File: config.mk
export PLATFORM = sky130hd
export DESIGN_NAME = div_shift_sub
export DESIGN_NICKNAME = d
export VERILOG_FILES = /design/src/rtl/div_pkg.sv /design/src/rtl/div_ctrl.sv /design/src/rtl/div_shift_sub.sv
export SDC_FILE = /design/constraint.sdc
export NUM_CORES = 1
export LEC_CHECK = 0
export BUFFER_PORTS_ARGS = -buffer_cell sky130_fd_sc_hd__buf_2
export CORE_ASPECT_RATIO = 1.1
export CORE_MARGIN = 10
export CORE_UTILIZATION = 56
export CTS_CLUSTER_DIAMETER = 150
export DETAILED_ROUTE_END_ITERATION = 12
export PLACE_DENSITY = 0.81
export SLEW_MARGIN = 15
export SYNTH_ARGS = -nofsm -noshare
export SYNTH_HDL_FRONTEND = slang
export SYNTH_SLANG_ARGS = --single-unit
File: constraint.sdc
create_clock -name Clk -period 2.8 [get_ports Clk]
set_input_delay 0.14 -clock Clk [delete_from_list [all_inputs] [get_ports Clk]]
set_output_delay 0.14 -clock Clk [all_outputs]
set_load 0.01 [all_outputs]
File: src/rtl/div_pkg.sv
// Shared definitions for the shift-subtract divider.
// Signed operation is enabled by defining SIGNED_DIV_EN.
package div_pkg;

    localparam int DIV_WIDTH = 16;
    localparam int DIV_CNT_W = 5;

    // Quotient reported on divide-by-zero, sliced to WIDTH by users.
    localparam logic [63:0] DIV0_QUOT = '1;

    // Controller states, kept as plain constants for legacy tooling.
    typedef logic [1:0] state_t;
    localparam state_t IDLE = 2'd0;
    localparam state_t RUN  = 2'd1;
    localparam state_t DONE = 2'd2;

endpackage

File: src/rtl/div_ctrl.sv
// Divider controller: IDLE/RUN/DONE sequencing and iteration count.
// Drives load, step, fixup and done strobes for the datapath.
module div_ctrl
    import div_pkg::*;
#(
    parameter int WIDTH = DIV_WIDTH,
    parameter int CNT_W = DIV_CNT_W
) (
    input  logic Clk,
    input  logic rst,
    input  logic st,
    input  logic div_zero,
    output logic load,
    output logic load_zero,
    output logic step,
    output logic fixup,
    output logic done,
    output logic busy
);

    localparam logic [CNT_W-1:0] LAST = CNT_W'(WIDTH - 1);

    state_t           state_q, state_d;
    logic [CNT_W-1:0] cnt_q, cnt_d;

    // Next-state and counter logic.
    always_comb begin
        state_d = state_q;
        cnt_d   = cnt_q;
        case (state_q)
            IDLE: begin
                if (st) begin
                    cnt_d   = '0;
                    state_d = div_zero ? DONE : RUN;
                end
            end
            RUN: begin
                cnt_d = cnt_q + CNT_W'(1);
                if (cnt_q == LAST) begin
                    state_d = DONE;
                end
            end
            DONE: begin
                state_d = IDLE;
            end
            default: begin
                state_d = IDLE;
                cnt_d   = '0;
            end
        endcase
    end

    // Control strobes decoded from the current state.
    always_comb begin
        load      = (state_q == IDLE) && st && !div_zero;
        load_zero = (state_q == IDLE) && st && div_zero;
        step      = (state_q == RUN);
        fixup     = (state_q == RUN) && (cnt_q == LAST);
        done      = (state_q == DONE);
        busy      = (state_q == RUN) || (state_q == DONE);
    end

    // State and counter registers.
    always_ff @(posedge Clk or posedge rst) begin
        if (rst) begin
            state_q <= IDLE;
            cnt_q   <= '0;
        end else begin
            state_q <= state_d;
            cnt_q   <= cnt_d;
        end
    end

endmodule

File: src/rtl/div_shift_sub.sv
// Restoring shift-subtract divider, one trial subtraction per clock.
// Define SIGNED_DIV_EN for two's-complement operands.
module div_shift_sub
    import div_pkg::*;
#(
    parameter int WIDTH = DIV_WIDTH,
    parameter int CNT_W = DIV_CNT_W
) (
    input  logic             Clk,
    input  logic             rst,
    input  logic             St,
    input  logic [WIDTH-1:0] Dividend,
    input  logic [WIDTH-1:0] Divisor,
    output logic [WIDTH-1:0] Quociente,
    output logic [WIDTH-1:0] Resto,
    output logic             Busy,
    output logic             Done,
    output logic             DivZero
);

    logic load, load_zero, step, fixup;
    logic div_zero;

    logic [WIDTH:0]   r_q, r_d;
    logic [WIDTH-1:0] q_q, q_d;
    logic [WIDTH-1:0] d_q, d_d;
    logic             dz_q, dz_d;

    logic [WIDTH:0]   r_shift;
    logic [WIDTH:0]   trial;
    logic [WIDTH-1:0] a_in;
    logic [WIDTH-1:0] b_in;

    assign div_zero = (Divisor == '0);

    div_ctrl #(
        .WIDTH (WIDTH),
        .CNT_W (CNT_W)
    ) u_ctrl (
        .Clk       (Clk),
        .rst       (rst),
        .st        (St),
        .div_zero  (div_zero),
        .load      (load),
        .load_zero (load_zero),
        .step      (step),
        .fixup     (fixup),
        .done      (Done),
        .busy      (Busy)
    );

`ifdef SIGNED_DIV_EN
    logic a_neg_q, a_neg_d;
    logic b_neg_q, b_neg_d;

    // Operand magnitudes; the most-negative value maps onto itself,
    // which is correct when read as unsigned.
    always_comb begin
        a_in = Dividend[WIDTH-1] ? ('0 - Dividend) : Dividend;
        b_in = Divisor[WIDTH-1]  ? ('0 - Divisor)  : Divisor;
    end

    // Operand sign registers used by the final fix-up.
    always_ff @(posedge Clk or posedge rst) begin
        if (rst) begin
            a_neg_q <= 1'b0;
            b_neg_q <= 1'b0;
        end else begin
            a_neg_q <= a_neg_d;
            b_neg_q <= b_neg_d;
        end
    end
`else
    // Unsigned build passes operands through untouched.
    always_comb begin
        a_in = Dividend;
        b_in = Divisor;
    end
`endif

    // Shift {R,Q} left and trial-subtract the divisor.
    always_comb begin
        r_shift = {r_q[WIDTH-1:0], q_q[WIDTH-1]};
        trial   = r_shift - {1'b0, d_q};
    end

    // Datapath next-state: load, iterate, fix up.
    always_comb begin
        r_d  = r_q;
        q_d  = q_q;
        d_d  = d_q;
        dz_d = dz_q;
`ifdef SIGNED_DIV_EN
        a_neg_d = a_neg_q;
        b_neg_d = b_neg_q;
`endif
        if (load) begin
            d_d  = b_in;
            q_d  = a_in;
            r_d  = '0;
            dz_d = 1'b0;
`ifdef SIGNED_DIV_EN
            a_neg_d = Dividend[WIDTH-1];
            b_neg_d = Divisor[WIDTH-1];
`endif
        end else if (load_zero) begin
            q_d  = DIV0_QUOT[WIDTH-1:0];
            r_d  = {1'b0, Dividend};
            dz_d = 1'b1;
        end else if (step) begin
            if (!trial[WIDTH]) begin
                r_d = trial;
                q_d = {q_q[WIDTH-2:0], 1'b1};
            end else begin
                r_d = r_shift;
                q_d = {q_q[WIDTH-2:0], 1'b0};
            end
`ifdef SIGNED_DIV_EN
            if (fixup) begin
                if (a_neg_q != b_neg_q) begin
                    q_d = '0 - q_d;
                end
                if (a_neg_q) begin
                    r_d = {1'b0, ('0 - r_d[WIDTH-1:0])};
                end
            end
`endif
        end
    end

`ifndef SIGNED_DIV_EN
    logic unused_fixup;
    assign unused_fixup = fixup;
`endif

    // Datapath registers.
    always_ff @(posedge Clk or posedge rst) begin
        if (rst) begin
            r_q  <= '0;
            q_q  <= '0;
            d_q  <= '0;
            dz_q <= 1'b0;
        end else begin
            r_q  <= r_d;
            q_q  <= q_d;
            d_q  <= d_d;
            dz_q <= dz_d;
        end
    end

    assign Quociente = q_q;
    assign Resto     = r_q[WIDTH-1:0];
    assign DivZero   = dz_q;

endmodule

# After elaboration in Yosys (flattened, before gate mapping)

Index checks and enable logic that the tools add are counted.

Register bits after elaboration: 56
Input port bits: 35
Word-level logic and storage cells: 41

Add/subtract/negate cells: 2
Equality and inequality tests: 5
Muxes and demuxes: 16
Bitwise gates (word level): 1
Reductions and logical operators: 11

Operators by type and width:

| kind                                                  | count |
|---|---|
| two-way mux 16 bit                                    | 7 |
| subtractor 17 x 16 -> 17 bit                          | 1 |
| zero test 16 bit                                      | 1 |
| one-hot mux 5 bit (3 select lines)                    | 1 |
| two-way mux 2 bit                                     | 3 |
| adder 5 x 1 -> 5 bit, second input constant           | 1 |
| == test 5 x 4 -> 1 bit, second input constant         | 1 |
| two-way mux 5 bit                                     | 1 |
| one-hot mux 2 bit (2 select lines)                    | 1 |
| AND reduction 2 bit                                   | 2 |
| logical AND 1 bit                                     | 3 |
| two-way mux 1 bit                                     | 3 |
| nonzero test 3 bit                                    | 1 |
| == test 2 x 1 -> 1 bit, second input constant         | 1 |
| == test 2 bit, second input constant                  | 1 |
| zero test 2 bit                                       | 1 |
| inequality test 2 x 1 -> 1 bit, second input constant | 1 |
| inequality test 2 bit, second input constant          | 1 |
| nonzero test 2 bit                                    | 1 |
| zero test 1 bit                                       | 1 |
| logical OR 1 bit                                      | 1 |
| inverter 1 bit                                        | 1 |

# Depth between registers and ports, before layout

Gate-level depths: netlist of run 1.

Depth in word-level cells: 5
Mapped depth: 11

# Hierarchy

A second synthesis of run 1 with hierarchy kept.

Cells, all modules: 392
Area, all modules: 3573.4 µm²

By module, submodules not included:

| module        | times used | cells an instance | area an instance (µm²) | sequential area each (µm²) |
|---|---|---|---|---|
| div_shift_sub | 1          | 344               | 3126.7                 | 1226.2 |
| div_ctrl      | 1          | 48                | 446.7                  | 175.2 |

# Worst setup path before layout of run 1

OpenSTA, ideal clock, no wires.

Path type: register -> register
Start: reg q_q[15] (netlist: Quociente[15])
End: reg r_q[4]
Setup time: 0.132 ns
Arrival: 2.488 ns
Setup slack: 0.181 ns
Stages on the path, launching flop included: 12
Cells stage by stage: dfrtp_1 > inv_1 > ha_1 > fa_1 > nor2b_1 > o31a_1 > a41o_1 > a21boi_4 > xnor2_4 > buf_6 > mux2i_1 > o21ai_0

Cells in the longest elaborated chain, start to end: 5

RTL lines:

| item                         | RTL line             | text |
|---|---|---|
| start: declaration           | div_shift_sub.sv:25  | `logic [WIDTH-1:0] q_q, q_d;` |
| start signal: assignment     | div_shift_sub.sv:145 | `q_q <= q_d;` |
| subtractor 17 x 16 -> 17 bit | div_shift_sub.sv:84  | `trial = r_shift - {1'b0, d_q};` |
| two-way mux 16 bit           | div_shift_sub.sv:111 | `if (!trial[WIDTH]) begin` |
| two-way mux 16 bit           | div_shift_sub.sv:110 | `end else if (step) begin` |
| two-way mux 16 bit           | div_shift_sub.sv:106 | `end else if (load_zero) begin` |
| two-way mux 16 bit           | div_shift_sub.sv:97  | `if (load) begin` |
| end signal: assignment       | div_shift_sub.sv:144 | `r_q <= r_d;` |
| end: declaration             | div_shift_sub.sv:24  | `logic [WIDTH:0] r_q, r_d;` |

No other way between the ends. The select of a mux whose other input is x is not followed.
A chain may end at the register's enable or synchronous reset.

# Worst setup path in the final report of run 1

Start: reg r_q[1]
End: reg r_q[0]

Cells in the longest elaborated chain, start to end: 5

RTL lines:

| item                         | RTL line |
|---|---|
| subtractor 17 x 16 -> 17 bit | div_shift_sub.sv:84 |
| two-way mux 16 bit           | div_shift_sub.sv:111 |
| two-way mux 16 bit           | div_shift_sub.sv:110 |
| two-way mux 16 bit           | div_shift_sub.sv:106 |
| two-way mux 16 bit           | div_shift_sub.sv:97 |

No other way between the ends. The select of a mux whose other input is x is not followed.

==> out/qor.txt, run 1 <==
via/cell ratio - 5.96
Leak - 2.05 nW
# diodes - 0
Max-cap violations - 0
drt total wl - 9.82 mm
DRC viols - 0
CP startpoint - r_q[1]
Core ar. - 6160 sq um
measured slew at the worst slew-check pin - 0.564 ns
DP Wirelength - 7.63 mm
Primary FF master, synth - dfrtp_1
CP required - 3.05 ns
Starting Density - 0.578
cell area after synthesis - 3560 sq um
Worst-Skew Late Latency - 0.32 ns
GR Util All Layers - 0.198
initial antenna violation count - 0
Vias - 3286
CTS clk-pin slew, worst paths - 0.11 ns
die area - 9940 sq um
maximum clock rate - 0.374 GHz
Final Max Tran Viols - 0
Die Span X - 96.0 um
Worst path max stage delay - 0.45 ns
Final Hold Viols - 0
clock buffer depth - 2
largest net degree at the start of global routing - 36
htree depth - 2
Netlist cell types - 60
ratio of cells with drive above 1 in the final layout - 0.278
setup ws final - 0.127 ns
Syn Nets - 444
Overflow after GRT - 0
Synth warnings - 0
gpl congestion - 0.895
R2R depth - 9
Arrival @ worst endpoint - 2.92 ns
Hold Crit Depth - 3
Final ANT Viol Nets - 0
crit-path leading delay family - compound AO/OA/AOI/OAI gates
fillers - 522
flops & latches, synth - 56
worst slack at placement - -0.0902 ns
I/O Buffers - 69
non-filler cells, final - 551
Final period util - 0.955
instance count on the critical path - 9
Site Rows - 30
placed cells - 537
CP Class - reg2reg
sequential-to-total area share from yosys stat - 0.394
Die Y - 104 um
Root Buffer - clkbuf_8
IO Pins - 70
Area growth syn-to-layout - 19.0%
EDFF count, synth - 0
mean post-synth cell area - 9.19 sq um
crit path max fanout - 5
Fin Clk Skew - 0.00923 ns
worst path bufs/invs - 1
clock sink count - 56
Avg WL per Cell - 17.8 um
hold crit path type - in2reg
Util after Layout - 0.687
Pre-Repair DR Iteration Count - 5
Post-Syn Instances - 387
Hold Slack - 0.0240 ns
worst reg2reg path startpoint - r_q[1]
setup repair after global routing missed its margin - false
CP Cell Sequence - ha_1 -> nor2b_2 -> o31a_1 -> a41o_1 -> a21boi_4 -> xnor2_4 -> buf_4 -> mux2_4 -> o21ai_1
Period minus WS final - 2.67 ns
status - complete, no violations
vias in the first global route - 3257
Worst Setup Start Kind - flop
Hold Startpoint - Divisor[2]
Slew HR - 0.624
post-layout net count - 527
CTS tree - built
Power Total - 5.57 mW
PD cells - 1320 nW/um^2
Setup crit end kind - flop
first-pass GRT wire length - 16.0 mm
initial DRC count - 274
CP max stage cell - dfrtp_1
Async S/R FF share, synth - 1.00
Peak VDD IR - 0.000652 V
clock buffer count from CTS - 5
endpoints failing setup - 0
## synth_stat cells, types with 4 or more instances
cell / count / area (sq um)
a21oi_1: 22 / 110
a21oi_2: 4 / 35.0
a22oi_1: 9 / 67.6
a31oi_1: 8 / 50.1
clkbuf_1: 11 / 41.3
dfrtp_1: 56 / 1400
ha_1: 21 / 263
inv_1: 26 / 97.6
mux2_2: 12 / 135
mux2i_1: 6 / 60.1
nand2_1: 55 / 206
nand3_1: 6 / 30.0
nor2_1: 14 / 52.6
nor3_1: 7 / 35.0
nor4_1: 4 / 25.0
o21ai_0: 38 / 190
o22ai_1: 14 / 87.6
xnor2_1: 10 / 87.6
## through the flow
| step | area [sq um] | TNS [ns] |
|---|---|---|
| after global routing | 4230 | 0 |
| after CTS | 4210 | 0 |
| final | 4230 | 0 |
| after detailed placement | 4060 | -0.215 |
| after floorplan | 3560 | 0 |
| after global placement | 4060 | 0 |
## layer usage
metal | up-vias | track usage | part of all wire
met2 | 135 | 0.310 | 0.47
met4 | 0 | 0.0559 | 0.017
met1 | 1566 | 0.263 | 0.43
met5 | - | 0 | 0
li1 | 1570 | - | -
met3 | 15 | 0.0477 | 0.080
## placed cells by master, fill, tap and decap left out, types with 2 or more instances in the layout
| cell type | count |
|---|---|
| xor2_1 | 3 |
| clkbuf_8 | 5 |
| nand2_1 | 55 |
| a21oi_2 | 4 |
| dfrtp_1 | 56 |
| a31oi_1 | 8 |
| xnor2_1 | 9 |
| nor2b_1 | 2 |
| mux2i_1 | 6 |
| a22oi_1 | 9 |
| o22ai_1 | 14 |
| nand4_1 | 2 |
| and2_1 | 2 |
| nor4_1 | 4 |
| nor2_1 | 13 |
| a21oi_1 | 22 |
| a21o_1 | 3 |
| buf_2 | 69 |
| nand2b_1 | 2 |
| o21ai_0 | 38 |
| a31o_2 | 3 |
| a32o_1 | 2 |
| mux2_2 | 12 |
| nor3_1 | 7 |
| mux2_4 | 2 |
| o31ai_1 | 3 |
| buf_4 | 21 |
| o21a_1 | 3 |
| o2111ai_1 | 2 |
| o31a_1 | 2 |
| ha_1 | 21 |
| o22a_1 | 2 |
| nand3_1 | 6 |
| inv_1 | 25 |
| and3_1 | 2 |
## worst register-to-register path, stage by stage (launching register included)
cell      delay (ns)
dfrtp_1         0.45
ha_1            0.37
nor2b_2         0.19
o31a_1          0.30
a41o_1          0.24
a21boi_4        0.28
xnor2_4         0.16
buf_4           0.18
mux2_4          0.30
o21ai_1         0.14
## state kept, by name, summed over array words and instances (netlist names)
signal          count
Quociente          16
d_q                16
r_q                16
u_ctrl.cnt_q        5
u_ctrl.state_q      2
DivZero             1
## logic make-up (layout without fill, tap and decap cells)
family	after synthesis	after routing	share of synthesized area
adders and majority gates	22	22	0.0795
buffers and inverters	42	126	0.0468
muxes	20	20	0.0633
xor gates and xnor gates	14	14	0.0398
AOI/OAI and AO/OA	131	131	0.248
and+or+nand+nor	102	102	0.129
DFF	56	56	0.394
## final cells by class
cell class / count / area, sq um / share of cell area
repair buffers: 91 / 513 / 0.121
well taps: 80 / 100 / 0.0237
clock inverters: 3 / 46.3 / 0.0109
clock buffers: 5 / 68.8 / 0.0163
flip-flops and latches: 56 / 1400 / 0.331
inverters: 27 / 101 / 0.0240
multi-input cells: 289 / 2000 / 0.473
## power breakdown
group,switching (mW),internal [mW]
logic,1.98,1.58
clock network,0.283,0.270
registers,0.301,1.16
total,2.56,3.00
## worst paths after layout
path                              endpoint  slack, ns
setup / recovery                    r_q[0]       0.13
max in group asynchronous          r_q[11]       1.53
setup reg to reg                    r_q[0]       0.13
hold / removal                      d_q[2]       0.02
hold reg to reg            u_ctrl.cnt_q[4]       0.49
min in group asynchronous     Quociente[3]       0.40
## what timing repair did
action	in CTS	in global routing
endpoints found under the hold margin	21	0
pin swaps	1	4
hold buffers	1	0
setup endpoints to repair	6	13
gates cloned	0	0
buffers inserted	3	2
gates resized for setup	0	2
(Power assumes the default switching activity.)
==> run 2, diff against run 1 <==
==> constraint.sdc (replaced) <==
create_clock -name Clk -period 2.8 [get_ports Clk]
set_input_delay 0 -clock Clk [delete_from_list [all_inputs] [get_ports Clk]]
set_output_delay 0 -clock Clk [all_outputs]
set_load 0.01 [all_outputs]
==> out/qor.txt, run 2 (synthesized netlist as in run 1, its figures left out) <==
status - complete, no violations
Die Span X - 96.0 um
Hold Slack - 0.0143 ns
CP max stage cell - dfrtp_1
Leak - 2.17 nW
crit path max fanout - 6
Worst path max stage delay - 0.43 ns
htree depth - 2
FF+latch area - 1400 sq um
Fin Clk Skew - 0.0203 ns
Area growth syn-to-layout - 27.2%
Arrival @ worst endpoint - 2.82 ns
most frequent cells in the layout - 69 x buf_2, 56 x dfrtp_1, 55 x nand2_1, 38 x o21ai_0, 26 x dlygate4sd3_1
PD cells - 1260 nW/um^2
drt total wl - 10.1 mm
largest net degree at the start of global routing - 33
Root Buffer - clkbuf_8
maximum clock rate - 0.379 GHz
hold crit path type - in2reg
fillers - 481
ratio of cells with drive above 1 in the final layout - 0.273
Setup crit end kind - flop
GR Util All Layers - 0.203
post-layout net count - 555
placed cells - 536
DP Wirelength - 7.74 mm
Final period util - 0.942
gpl congestion - 0.903
Max-cap violations - 0
DRC viols - 0
Worst Setup Start Kind - flop
area occupied by multi-input gates - 2010 sq um
Site Rows - 30
Vias - 3465
Final Hold Viols - 0
Period minus WS final - 2.64 ns
via/cell ratio - 5.98
clock buffer depth - 2
Util after Layout - 0.735
first-pass GRT wire length - 16.6 mm
I/O Buffers - 69
non-filler cells, final - 579
Slew HR - 0.527
endpoints failing setup - 0
CP required - 2.98 ns
Starting Density - 0.578
CP Cell Sequence - ha_1 -> o21ai_0 -> a21oi_1 -> a221oi_4 -> a21boi_4 -> xnor2_2 -> a222oi_1 -> o31ai_1
setup TNS - 0 ns
Final ANT Viol Nets - 0
Core ar. - 6160 sq um
Overflow after GRT - 0
# diodes - 0
Worst-Skew Late Latency - 0.32 ns
most common cell after layout, fill and taps aside - buf_2
IO Pins - 70
CP Class - reg2reg
Die Y - 104 um
Avg WL per Cell - 17.4 um
CTS clk-pin slew, worst paths - 0.10 ns
initial antenna violation count - 0
Peak VDD IR - 0.000600 V
Power Total - 5.70 mW
Pre-Repair DR Iteration Count - 5
clock buffer count from CTS - 5
vias in the first global route - 3387
CTS tree - built
initial DRC count - 202
Final Max Tran Viols - 0
die area - 9940 sq um
measured slew at the worst slew-check pin - 0.708 ns
clock sink count - 56
==> run 2: area by class of cell <==
type / count / share of cell area
tap: 80 / 0.0221
sequential: 56 / 0.310
clock buffer: 5 / 0.0152
clock inverter: 3 / 0.0105
inverter: 27 / 0.0224
timing repair buffer: 119 / 0.176
multi-input combinational: 289 / 0.443
==> run 2: where the power goes <==
| group | switching, mW | internal (mW) |
|---|---|---|
| combinational | 2.01 | 1.69 |
| sequential | 0.301 | 1.16 |
| clock | 0.277 | 0.270 |
| total | 2.59 | 3.11 |
==> run 2: worst paths after layout <==
| kind | startpoint | slack, ns | to | depth (start not counted) |
|---|---|---|---|---|
| setup / recovery | r_q[11] | 0.16 | r_q[13] | 8 |
| hold / removal | Dividend[8] | 0.01 | r_q[8] | 3 |
| setup reg to reg | r_q[11] | 0.16 | r_q[13] | 8 |
| hold reg to reg | d_q[2] | 0.49 | d_q[2] | 2 |
| max in group asynchronous | rst | 1.65 | r_q[11] | 4 |
| min in group asynchronous | rst | 0.32 | Quociente[3] | 3 |
==> run 2: worst max-delay path, delay by kind of cell, from the launching register on <==
kind                     cells  cell delay (ns)
AO/OA/AOI/OAI                6             1.53
XOR/XNOR                     1             0.18
adder cells (fa/ha/maj)      1             0.39
flip-flops                   1             0.43
==> run 2: per-layer routing <==
| layer | vias up | routed length (um) | track usage |
|---|---|---|---|
| met5 | - | 0 | 0 |
| li1 | 1629 | - | - |
| met2 | 183 | 4740 | 0.319 |
| met1 | 1620 | 4090 | 0.271 |
| met4 | 0 | 250 | 0.0591 |
| met3 | 33 | 999 | 0.0426 |
==> run 2: stage by stage <==
step	setup slack [ns]	area [sq um]
after floorplan	0.181	3560
after global placement	0.0420	4050
after detailed placement	-0.0877	4050
after CTS	0.0707	4480
after global routing	-0.000650	4520
final	0.162	4520
==> run 2: repair_timing <==
item	4_1_cts	5_1_grt
hold buffers	26	0
pin swaps	1	5
hold endpoints to repair	58	0
setup endpoints to repair	12	12
gates resized for setup	1	3
buffers inserted	4	5
